`src/rtl/hazard_pkg.sv`:
```
// Purpose: shared state encoding, constants and load-use compare for the hazard controller.
// Latency: n/a (types, constants and a pure function only).
// Backpressure: n/a.
package hazard_pkg;

    typedef enum logic [1:0] {
        HZ_RUN   = 2'd0,
        HZ_STALL = 2'd1
    } hz_state_t;

    localparam logic [4:0] REG_ZERO = 5'd0;

    // Width of the remaining-bubbles counter; holds LOAD_LAT-1, at most 6.
    localparam int REM_W = 3;

    // A load in EX writes a register that the ID instruction reads.
    // $0 is hard-wired, so it never carries a dependency.
    function automatic logic load_use_hazard(
        input logic       id_valid,
        input logic [4:0] id_rs,
        input logic [4:0] id_rt,
        input logic       id_uses_rt,
        input logic       ex_memread,
        input logic [4:0] ex_rt
    );
        return id_valid & ex_memread & (ex_rt != REG_ZERO) &
               ((ex_rt == id_rs) | (id_uses_rt & (ex_rt == id_rt)));
    endfunction

endpackage

```
`src/rtl/hazard_ctrl_if.sv`:
```
// Purpose: bundles the ID/EX hazard inputs and the pipeline enable/flush controls.
// Latency: n/a (wires only).
// Backpressure: n/a; pc_write/ifid_write low is the stall indication to the pipeline.
interface hazard_ctrl_if #(
    parameter int CNT_W = 16
);
    logic             id_valid;
    logic [4:0]       id_rs;
    logic [4:0]       id_rt;
    logic             id_uses_rt;
    logic             ex_memread;
    logic [4:0]       ex_rt;
    logic             ex_branch_taken;
    logic             ex_jump;
    logic             pc_write;
    logic             ifid_write;
    logic             ifid_flush;
    logic             idex_flush;
    logic [1:0]       hz_state;
    logic [CNT_W-1:0] stall_cnt;
    logic [CNT_W-1:0] flush_cnt;

    // Pipeline side: supplies stage fields, consumes the controls.
    modport master (
        output id_valid, id_rs, id_rt, id_uses_rt,
        output ex_memread, ex_rt, ex_branch_taken, ex_jump,
        input  pc_write, ifid_write, ifid_flush, idex_flush,
        input  hz_state, stall_cnt, flush_cnt
    );

    // Hazard controller side.
    modport slave (
        input  id_valid, id_rs, id_rt, id_uses_rt,
        input  ex_memread, ex_rt, ex_branch_taken, ex_jump,
        output pc_write, ifid_write, ifid_flush, idex_flush,
        output hz_state, stall_cnt, flush_cnt
    );
endinterface

```
`src/rtl/sat_counter.sv`:
```
// Purpose: event counter that sticks at all-ones instead of wrapping.
// Latency: count reflects an inc one cycle after it is sampled.
// Backpressure: none; inc is sampled every cycle.
module sat_counter #(
    parameter int W = 16
) (
    input  logic         clk,
    input  logic         rst,
    input  logic         inc,
    output logic [W-1:0] count
);

    // Count up on inc, hold once every bit is set.
    always_ff @(posedge clk or posedge rst) begin
        if (rst) begin
            count <= '0;
        end else if (inc && (count != {W{1'b1}})) begin
            count <= count + W'(1);
        end
    end

endmodule

```
`src/rtl/hazard_ctrl.sv`:
```
// Purpose: load-use stall and branch/jump squash control for the 5-stage pipeline.
// Latency: controls are combinational; state and counters update on the next edge.
// Backpressure: holds PC and IF/ID for LOAD_LAT cycles per load-use hazard.
module hazard_ctrl
    import hazard_pkg::*;
#(
    parameter int LOAD_LAT = 1,
    parameter int CNT_W    = 16
) (
    input  logic         clk,
    input  logic         rst,
    hazard_ctrl_if.slave hz
);

    // Bubbles still owed after the first one, inserted while in RUN.
    localparam logic [REM_W-1:0] REM_INIT    = REM_W'(LOAD_LAT - 1);
    localparam bit               MULTI_CYCLE = (LOAD_LAT > 1);

    hz_state_t        state;
    logic [REM_W-1:0] remaining;
    logic             hazard;
    logic             redirect;
    logic             stall_inc;
    logic             flush_inc;

    assign hazard = load_use_hazard(hz.id_valid, hz.id_rs, hz.id_rt, hz.id_uses_rt,
                                    hz.ex_memread, hz.ex_rt);

    assign redirect = hz.ex_branch_taken | hz.ex_jump;

    assign hz.hz_state = state;

    // Pipeline controls: reset squashes everything, then a redirect beats any
    // stall because the ID instruction is on the wrong path. In STALL the load
    // has already left EX, so the stall comes from the state rather than hazard.
    always_comb begin
        hz.pc_write   = 1'b1;
        hz.ifid_write = 1'b1;
        hz.ifid_flush = 1'b0;
        hz.idex_flush = 1'b0;
        stall_inc     = 1'b0;
        flush_inc     = 1'b0;
        if (rst) begin
            hz.pc_write   = 1'b0;
            hz.ifid_write = 1'b0;
            hz.ifid_flush = 1'b1;
            hz.idex_flush = 1'b1;
        end else if (redirect) begin
            hz.ifid_flush = 1'b1;
            hz.idex_flush = 1'b1;
            flush_inc     = 1'b1;
        end else if ((state == HZ_STALL) || hazard) begin
            hz.pc_write   = 1'b0;
            hz.ifid_write = 1'b0;
            hz.idex_flush = 1'b1;
            stall_inc     = 1'b1;
        end
    end

    // Stall sequencer: RUN inserts the first bubble, STALL inserts the rest and
    // returns to RUN on the last one or on any redirect.
    always_ff @(posedge clk or posedge rst) begin
        if (rst) begin
            state     <= HZ_RUN;
            remaining <= '0;
        end else begin
            case (state)
                HZ_RUN: begin
                    if (!redirect && hazard && MULTI_CYCLE) begin
                        state     <= HZ_STALL;
                        remaining <= REM_INIT;
                    end
                end
                HZ_STALL: begin
                    if (redirect) begin
                        state     <= HZ_RUN;
                        remaining <= '0;
                    end else begin
                        remaining <= remaining - REM_W'(1);
                        if (remaining == REM_W'(1)) begin
                            state <= HZ_RUN;
                        end
                    end
                end
                default: begin
                    state     <= HZ_RUN;
                    remaining <= '0;
                end
            endcase
        end
    end

    sat_counter #(.W(CNT_W)) u_stall_cnt (
        .clk   (clk),
        .rst   (rst),
        .inc   (stall_inc),
        .count (hz.stall_cnt)
    );

    sat_counter #(.W(CNT_W)) u_flush_cnt (
        .clk   (clk),
        .rst   (rst),
        .inc   (flush_inc),
        .count (hz.flush_cnt)
    );

endmodule
```
`src/flat_wrapper.sv`:
```
// flat-port wrapper written by rule: the top's interface ports become plain ports
module hazard_ctrl_flat import hazard_pkg::*;
#(
    parameter int LOAD_LAT = 1,
    parameter int CNT_W    = 16
)
  (clk, rst, hz_id_valid, hz_id_rs, hz_id_rt, hz_id_uses_rt, hz_ex_memread, hz_ex_rt, hz_ex_branch_taken, hz_ex_jump, hz_pc_write, hz_ifid_write, hz_ifid_flush, hz_idex_flush, hz_hz_state, hz_stall_cnt, hz_flush_cnt);
  hazard_ctrl_if #(.CNT_W(CNT_W)) hz_i ();
  input  logic clk;
  input  logic rst;
  input wire logic [$bits(hz_i.id_valid)-1:0] hz_id_valid;
  input wire logic [$bits(hz_i.id_rs)-1:0] hz_id_rs;
  input wire logic [$bits(hz_i.id_rt)-1:0] hz_id_rt;
  input wire logic [$bits(hz_i.id_uses_rt)-1:0] hz_id_uses_rt;
  input wire logic [$bits(hz_i.ex_memread)-1:0] hz_ex_memread;
  input wire logic [$bits(hz_i.ex_rt)-1:0] hz_ex_rt;
  input wire logic [$bits(hz_i.ex_branch_taken)-1:0] hz_ex_branch_taken;
  input wire logic [$bits(hz_i.ex_jump)-1:0] hz_ex_jump;
  output wire logic [$bits(hz_i.pc_write)-1:0] hz_pc_write;
  output wire logic [$bits(hz_i.ifid_write)-1:0] hz_ifid_write;
  output wire logic [$bits(hz_i.ifid_flush)-1:0] hz_ifid_flush;
  output wire logic [$bits(hz_i.idex_flush)-1:0] hz_idex_flush;
  output wire logic [$bits(hz_i.hz_state)-1:0] hz_hz_state;
  output wire logic [$bits(hz_i.stall_cnt)-1:0] hz_stall_cnt;
  output wire logic [$bits(hz_i.flush_cnt)-1:0] hz_flush_cnt;
  assign hz_i.id_valid = hz_id_valid;
  assign hz_i.id_rs = hz_id_rs;
  assign hz_i.id_rt = hz_id_rt;
  assign hz_i.id_uses_rt = hz_id_uses_rt;
  assign hz_i.ex_memread = hz_ex_memread;
  assign hz_i.ex_rt = hz_ex_rt;
  assign hz_i.ex_branch_taken = hz_ex_branch_taken;
  assign hz_i.ex_jump = hz_ex_jump;
  assign hz_pc_write = hz_i.pc_write;
  assign hz_ifid_write = hz_i.ifid_write;
  assign hz_ifid_flush = hz_i.ifid_flush;
  assign hz_idex_flush = hz_i.idex_flush;
  assign hz_hz_state = hz_i.hz_state;
  assign hz_stall_cnt = hz_i.stall_cnt;
  assign hz_flush_cnt = hz_i.flush_cnt;
  hazard_ctrl #(.LOAD_LAT(LOAD_LAT), .CNT_W(CNT_W)) u_core (.clk(clk), .rst(rst), .hz(hz_i));
endmodule
```
`config.mk`:
```
export PLATFORM = sky130hd
export DESIGN_NAME = hazard_ctrl_flat
export DESIGN_NICKNAME = d
export VERILOG_FILES = /design/src/rtl/hazard_pkg.sv /design/src/rtl/hazard_ctrl_if.sv /design/src/rtl/sat_counter.sv /design/src/rtl/hazard_ctrl.sv /design/src/flat_wrapper.sv
export SDC_FILE = /design/constraint.sdc
export NUM_CORES = 1
export LEC_CHECK = 0
export CORE_MARGIN = 1.5
export CORE_UTILIZATION = 49
export CTS_CLUSTER_SIZE = 30
export DETAILED_ROUTE_END_ITERATION = 10
export HOLD_SLACK_MARGIN = 0.03
export PLACE_DENSITY_LB_ADDON = 0.2
export SLEW_MARGIN = 25
export SYNTH_ARGS = -nofsm -noshare
export SYNTH_HDL_FRONTEND = slang
export SYNTH_SLANG_ARGS = --single-unit
```
`constraint.sdc`:
```
create_clock -name clk -period 6.4 [get_ports clk]
set_input_delay 1.6 -clock clk [delete_from_list [all_inputs] [get_ports clk]]
set_output_delay 1.6 -clock clk [all_outputs]
set_load 0.005 [all_outputs]
```
**Word level (Yosys, flattened, before mapping)**

Index checks and enable logic that the tools add are counted.

- Mux-type cells: 16
- Equality and inequality tests: 7
- Reductions and logical operators: 6
- Bitwise gates (word level): 7
- Add/sub/neg operators: 3

Operator list:

| cell | number |
|---|---|
| $add 16x1->16 const B | 2 |
| $ne 16x16->1 const B | 2 |
| $mux 1 | 11 |
| $eq 5x5->1 | 2 |
| $pmux 3 s2 | 1 |
| $reduce_bool 5->1 | 1 |
| $and 1x1->1 | 4 |
| $mux 2 | 2 |
| $pmux 2 s2 | 1 |
| $eq 3x1->1 const B | 1 |
| $mux 3 | 1 |
| $ne 3x2->1 const B | 1 |
| $sub 3x1->3 const B | 1 |
| $eq 2x1->1 const B | 1 |
| $logic_and 1x1->1 | 2 |
| $logic_not 2->1 | 1 |
| $or 1x1->1 | 2 |
| $reduce_and 2->1 | 1 |
| $logic_or 1x1->1 | 1 |
| $not 1->1 | 1 |

- Logic and storage cells: 43
- Register bits after elaboration: 37
- Input bits: 22
- Output and inout port bits: 38

**Logic depth before layout (Yosys ltp)**

Gate-level depths: netlist of run 1.

- Depth after elaboration: 9
- Mapped depth: 7

**Cells and area by module**

From an unflattened synthesis of run 1, not the netlist that was laid out.

- Cells, all modules: 169
- Area total of the unflattened synthesis: 1809.2 um2

By module, submodules not included:

| module | instances | sequential area each (um2) | area each (um2) | cells each |
|---|---|---|---|---|
| sat_counter | 2 | 400.4 | 805.8 | 71 |
| hazard_ctrl | 1 | 0.0 | 197.7 | 27 |

**Worst setup path before layout of run 1**

OpenSTA, ideal clock, no wires.

- Path type: input to output
- Start: input hz_ex_rt[4]
- End: output hz_pc_write
- Setup slack: 1956 ps
- Stages on the path: 7
- Path buffers: 2
- Arrival: 2844 ps
- Cells stage by stage: xnor2_1 nand3_1 o22ai_4 buf_2 o211ai_1 o31a_1 buf_4

- Cells in the longest elaborated chain, start to end: 8
- Elaborated cells on any way between the ends: 11
- Those cells by class: 2 x eq/ne; 3 x mux; 4 x bitwise; 2 x reduce/logical

Ends and longest elaborated chain:

| what | RTL line | text |
|---|---|---|
| start, declared | flat_wrapper.sv:16 | `input wire logic [$bits(hz_i.ex_rt)-1:0] hz_ex_rt;` |
| $eq 5x5->1 | hazard_pkg.sv:27 | `((ex_rt == id_rs) \| (id_uses_rt & (ex_rt == id_rt)));` |
| $and 1x1->1 | hazard_pkg.sv:27 |  |
| $or 1x1->1 | hazard_pkg.sv:27 |  |
| $and 1x1->1 (*) | hazard_pkg.sv:26 | `return id_valid & ex_memread & (ex_rt != REG_ZERO) &` |
| $logic_or 1x1->1 (*) | hazard_ctrl.sv:52 | `end else if ((state == HZ_STALL) \|\| hazard) begin` |
| $mux 1 (*) (3 in a row) | -- |  |
| end, declared | flat_wrapper.sv:19 | `output wire logic [$bits(hz_i.pc_write)-1:0] hz_pc_write;` |

Mark *: on every way between the ends. The rest lies on a longest branch, timed or not.

**Worst setup path after layout of run 1**

- Start: input hz_ex_rt[1]
- End: output hz_ifid_write

- Cells in the longest elaborated chain, start to end: 8
- Elaborated cells on any way between the ends: 11
- Those cells by class: 2 x eq/ne; 3 x mux; 4 x bitwise; 2 x reduce/logical

Ends and longest elaborated chain:

| what | RTL line | text |
|---|---|---|
| $eq 5x5->1 | hazard_pkg.sv:27 |  |
| $and 1x1->1 | hazard_pkg.sv:27 |  |
| $or 1x1->1 | hazard_pkg.sv:27 |  |
| $and 1x1->1 (*) | hazard_pkg.sv:26 |  |
| $logic_or 1x1->1 (*) | hazard_ctrl.sv:52 |  |
| $mux 1 (*) | hazard_ctrl.sv:52 |  |
| $mux 1 (*) | hazard_ctrl.sv:48 | `end else if (redirect) begin` |
| $mux 1 (*) | hazard_ctrl.sv:43 | `if (rst) begin` |
| end, declared | flat_wrapper.sv:20 | `output wire logic [$bits(hz_i.ifid_write)-1:0] hz_ifid_write;` |

Marked as above.

==> metrics.md, run 1 <==
| Metric | Value |
|---|---|
| Fin Hold WS | 0.499 ns |
| Critical path type | primary input to output port |
| Clock Sinks | 32 |
| Post-Syn Area | about 1800 sq um |
| CTS Hold Bufs | 0 |
| RSZ-0062 raised after global routing | no |
| Io pins | 60 |
| Gate Count Post-Synth | 163 |
| Number of setup buffers added after CTS | 0 |
| Drt pass-1 iters | 4 |
| Reg clk slew, reported paths | 0.06 ns |
| # DRC | 0 |
| Initial antenna violation count | 0 |
| H-Tree Level Count | 2 |
| Asr flop ratio synth | 100% |
| Worst skew pair latency | 0.28 ns |
| Initial DRC count | 49 |
| Run status | completed |
| Ys flop type | dfrtp_1 |
| Placeable Area | between 3000 and 4000 sq um |
| Hpwl dp | 2.91 mm |
| Root Buffer | clkbuf_8 |
| Critical path startpoint category | primary input |
| Pwr Density | ~210 nW/um^2 |
| Final net count | 249 |
| Clock tree buffer depth | 2 |
| Avg Cell Area, Syn | ~11 sq um |
| Die area | 4050 sq um |
| CTS resizes | 0 |
| Final min period | 5.50 ns |
| Seq cells post-synth | 32 |
| Number of enable flip-flop cells after synthesis | 0 |
| Layout fillers | 260 |
| Setup WS pre-CTS | roughly 0.87 ns |
| CP endpoint kind | output port |
| Synth Warn # | 0 |
| Largest net degree at the start of global routing | 33 |
| Register area share after synthesis | 44.5% |
| Via Count | 1477 |
| Initial core utilization | 52.3% |
| Peak VDD IR | 0.132 mV |
| Global Route Usage Sum | 20.3% |
| HP Class | flip-flop to flip-flop |
| Layout cells sized above 1 | 9.33% |
| Period utilisation layout | 85.9% |
| Leak | 1.05 nW |
| Die Span Y | 63.6 um |
| Final Hold Violating Endpoints | 0 |
| Width of the die | around 64 um |
| Fmax | 0.182 GHz |
| Cell variety after synth | 42 |
| N_diodes | 0 |
| DP Cell Count | 264 |
| Non-Filler Instances | 271 |
| Number of buffers created by CTS | 5 |
| Reg2Reg Launch Point | u_core.u_stall_cnt.count[0] |
| Fin worst setup slack | 0.900 ns |
| CP arrival | between 3 and 4 ns |
| CTS tree | done |
| Vias in the first global route | roughly 1500 |
| Final setup vio count | 0 |
| Max Cap Viol | 0 |
| CP required | 4.80 ns |
| Total Power | 0.000520 W |
| Crit path launch | hz_ex_rt[1] |
| Layout area overhead | 38.3% |
| Wirelength per Cell | about 14 um |
| First-pass GRT wire length | 6.36 mm |
| Detailed-route wire length | 3.78 mm |
| Hold Startpoint | u_core.u_stall_cnt.count[7] |
| Row Count | 21 |
| Critical-path maximum fanout | 16 |
| Via/cell ratio | 5.45 |
| PortBufs | 57 |
| Final count of pins violating max slew | 0 |
| Clock Skews | between 0.0015 and 0.002 ns |
| RePlAce Congestion | 0.833 |
| Setup TNS | 0 ns |
| Grt ovf | 0 |
| Routed Antenna Nets | 0 |
[through the flow]
stage	util (%)	area, sq um
floorplan	-	1800
global placement	70.1	2410
detailed placement	70.1	2410
CTS	72.3	2490
global route	72.3	2490
finish	72.3	2490
[cells in the final DEF (no fill, tap or decap), drive strengths merged, types with 4 or more instances in the layout]
cell	n
nor3	5
clkbuf	6
dfrtp	32
nand2	12
xor2	11
xnor2	27
nand4	8
nand3	17
and3	4
nor2	7
clkdlybuf4s50	57
[worst max-delay path: stages]
cell and delay (ns):
clkdlybuf4s50_1 0.61, xnor2_1 0.16, nand4_1 0.17, o22ai_4 0.39, o211ai_1 0.22, o31a_1 0.30, clkdlybuf4s50_1 0.46
[cell type report]
type	count	area, sq um	share of cell area (%)
multi-input cells	125	965	38.7
repair buffers	58	578	23.2
clock inverters	1	5.00	0.201
well taps	46	57.6	2.31
inverters	3	11.3	0.452
flip-flops and latches	32	801	32.2
clock buffers	6	72.6	2.91
[cells in the mapped netlist, types with 2 or more instances]
cell type	n	area, sq um
xor2_1	11	96.3
inv_1	3	11.3
ha_1	2	25.0
and3_1	4	25.0
xnor2_1	27	236
nand2_1	11	41.3
nand3_1	17	85.1
nor2_1	7	26.3
nor4b_2	2	30.0
buf_4	3	22.5
a21oi_1	2	10.0
dfrtp_1	32	801
nor3_1	4	20.0
nand4_1	7	43.8
and4_1	2	17.5
nand3b_1	3	22.5
[sequential cells by signal, summed over array words and instances, names as in the netlist]
register / cells
u_core.u_flush_cnt.count: 16
u_core.u_stall_cnt.count: 16
[kinds of logic (layout without fill, tap and decap cells)]
logic type	after synthesis	after routing	share of synthesized area, %
AO/OA/AOI/OAI	12	12	7.58
XOR/XNOR	38	38	18.5
adder cells (fa/ha/maj)	2	2	1.39
buffers and inverters	7	68	2.15
flip-flops	32	32	44.5
multiplexers	3	3	2.08
other	1	2	0.208
AND/OR/NAND/NOR	68	68	23.6
[metal layers]
metal  wire length (um)  vias up  share of wire (%)  GRT usage [%]
li1                   -      692                  -              -
met4                 91        0                2.4           9.24
met1               1600      709                 42           22.7
met5                  0        -                  0              0
met3                221       13                5.8           6.07
met2               1870       63                 49           35.1
[worst paths after layout]
kind                                           endpoint  slack [ns]  cells after the start
max                                       hz_ifid_write        0.90                      7
min                         u_core.u_stall_cnt.count[7]        0.50                      1
max reg2reg                u_core.u_stall_cnt.count[14]        4.47                      6
min reg2reg                 u_core.u_stall_cnt.count[7]        0.50                      1
max in group asynchronous  u_core.u_flush_cnt.count[11]        4.31                      3
min in group asynchronous   u_core.u_flush_cnt.count[1]        1.80                      3
[power breakdown]
part	switching, W	internal (W)
clock network	0.0000707	0.0000738
logic	0.0000450	0.0000772
registers	0.0000293	0.000224
total	0.000145	0.000375
No activity file was read; power rests on OpenSTA's default activity.
==> run 2, diff against run 1 <==
--- a/config.mk
+++ b/config.mk
@@ -11,6 +11,8 @@
 export DETAILED_ROUTE_END_ITERATION = 10
 export HOLD_SLACK_MARGIN = 0.03
 export PLACE_DENSITY_LB_ADDON = 0.2
+export REMOVE_ABC_BUFFERS = 1
+export SKIP_LAST_GASP = 1
 export SLEW_MARGIN = 25
 export SYNTH_ARGS = -nofsm -noshare
 export SYNTH_HDL_FRONTEND = slang
==> metrics.md, run 2 (synthesis gave the netlist of run 1 again) <==
| Metric | Value |
|---|---|
| Run status | completed |
| Fin Hold WS | 0.493 ns |
| Fin worst setup slack | roughly 0.86 ns |
| DP Cell Count | 264 |
| CP endpoint kind | output port |
| Period utilisation layout | 86.5% |
| Setup TNS | 0 ns |
| Routed Antenna Nets | 0 |
| CTS resizes | 0 |
| Root Buffer | clkbuf_8 |
| Met3 wire length | 175 um |
| Final count of pins violating max slew | 0 |
| Reg clk slew, reported paths | ~0.060 ns |
| RePlAce Congestion | 0.800 |
| First-pass GRT wire length | 6.72 mm |
| HP Class | flip-flop to flip-flop |
| Detailed-route wire length | 3.93 mm |
| Placement Cell Area | 2410 sq um |
| Peak VDD IR | 0.135 mV |
| RSZ-0062 raised after global routing | no |
| N_diodes | 0 |
| Layout fillers | about 270 |
| CTS Hold Bufs | 0 |
| Io pins | 60 |
| Largest net degree at the start of global routing | 33 |
| Clock Sinks | 32 |
| H-Tree Level Count | 2 |
| Via Count | ~1500 |
| Initial antenna violation count | 0 |
| Final min period | between 5 and 6 ns |
| Wirelength per Cell | 14.5 um |
| Final setup vio count | 0 |
| Initial DRC count | 64 |
| Max Cap Viol | 0 |
| Initial core utilization | 52.3% |
| Width of the die | 63.6 um |
| CTS tree | done |
| Final instance area | around 2500 sq um |
| Setup WS pre-CTS | 0.864 ns |
| PortBufs | 57 |
| Number of buffers created by CTS | 5 |
| Layout area overhead | 38.3% |
| Layout cells sized above 1 | 9.33% |
| Hpwl dp | 3.06 mm |
| Placeable Area | 3440 sq um |
| Top layer in use | met4 |
| Grt ovf | 0 |
| Row Count | 21 |
| Clock tree buffer depth | 2 |
| Worst skew pair latency | 0.28 ns |
| Non-Filler Instances | 271 |
| Final net count | 249 |
| Number of setup buffers added after CTS | 0 |
| Die area | ~4000 sq um |
| Most frequent cells in the layout | 57 x clkdlybuf4s50_1, 32 x dfrtp_1, 27 x xnor2_1 |
| # DRC | 0 |
| Commonest non-fill, non-tap cell in the layout | clkdlybuf4s50_1 |
| Fmax | 0.181 GHz |
| Clock Skews | slightly below 0.003 ns |
| Global Route Usage Sum | between 20% and 30% |
| Critical path startpoint category | primary input |
| Drt pass-1 iters | 4 |
| Met2 wire len | 2.07 mm |
| Final Hold Violating Endpoints | 0 |
| Wire length on met1 | 1.62 mm |
| Critical-path maximum fanout | 16 |
| CP required | around 4.8 ns |
| Via/cell ratio | between 5 and 6 |
| Vias in the first global route | between 1500 and 2000 |
| Die Span Y | 63.6 um |
| Pwr Density | 211 nW/um^2 |
| Largest registers | u_core.u_flush_cnt.count: 16 flops, u_core.u_stall_cnt.count: 16 flops |
| CP arrival | about 3.9 ns |
| Critical path type | primary input to output port |
| Leak | 1.05 nW |
[run 2: worst max-delay path, cell delays in order]
cell             delay (ns)
clkdlybuf4s50_1        0.60
xnor2_1                0.15
nand4_1                0.18
o22ai_4                0.40
o211ai_1               0.24
o31a_1                 0.31
clkdlybuf4s50_1        0.45
[run 2: worst paths after layout]
kind | cells after the start | to | startpoint | slack, ns
min in group asynchronous | 3 | u_core.u_flush_cnt.count[11] | rst | 1.81
max | 7 | hz_ifid_write | hz_ex_rt[1] | 0.86
min | 1 | u_core.u_stall_cnt.count[7] | u_core.u_stall_cnt.count[7] | 0.49
min reg2reg | 1 | u_core.u_stall_cnt.count[7] | u_core.u_stall_cnt.count[7] | 0.49
max reg2reg | 6 | u_core.u_stall_cnt.count[14] | u_core.u_stall_cnt.count[0] | 4.44
max in group asynchronous | 3 | u_core.u_stall_cnt.count[10] | rst | 4.29
[run 2: layout make-up]
type	count	area [sq um]	share of cell area, %
Multi-Input combinational cell	125	965	38.7
Sequential cell	32	801	32.2
Timing Repair Buffer	58	578	23.2
Tap cell	46	57.6	2.31
Inverter	3	11.3	0.452
Clock buffer	6	72.6	2.91
Clock inverter	1	5.00	0.201
[run 2: through the flow]
stage | utilization, % | power [W]
finish | 72.3 | 0.000525
global route | 72.3 | 0.000552
CTS | 72.3 | 0.000529
detailed placement | 70.1 | 0.000383
global placement | 70.1 | 0.000376
floorplan | - | 0.000306
[run 2: routing by layer]
| metal | GRT usage [%] | up-vias |
|---|---|---|
| li1 | - | 693 |
| met3 | 4.11 | 5 |
| met2 | 38.4 | 53 |
| met1 | 24.2 | 730 |
| met5 | 0 | - |
| met4 | 8.70 | 0 |
[run 2: where the power goes]
part | internal (W) | leakage, nW | total (W) | switching (W)
registers | 0.000224 | 0.435 | 0.000254 | 0.0000297
clock network | 0.0000738 | 0.0410 | 0.000145 | 0.0000714
logic | 0.0000775 | 0.570 | 0.000126 | 0.0000483
==> run 3, diff against run 2 <==
--- a/config.mk
+++ b/config.mk
@@ -9,6 +9,7 @@
 export CORE_UTILIZATION = 49
 export CTS_CLUSTER_SIZE = 30
 export DETAILED_ROUTE_END_ITERATION = 10
+export GPL_ROUTABILITY_DRIVEN = 1
 export HOLD_SLACK_MARGIN = 0.03
 export PLACE_DENSITY_LB_ADDON = 0.2
 export REMOVE_ABC_BUFFERS = 1
==> results of run 3 <==
The final DEF is identical to that of run 2; final timing and power are the same.
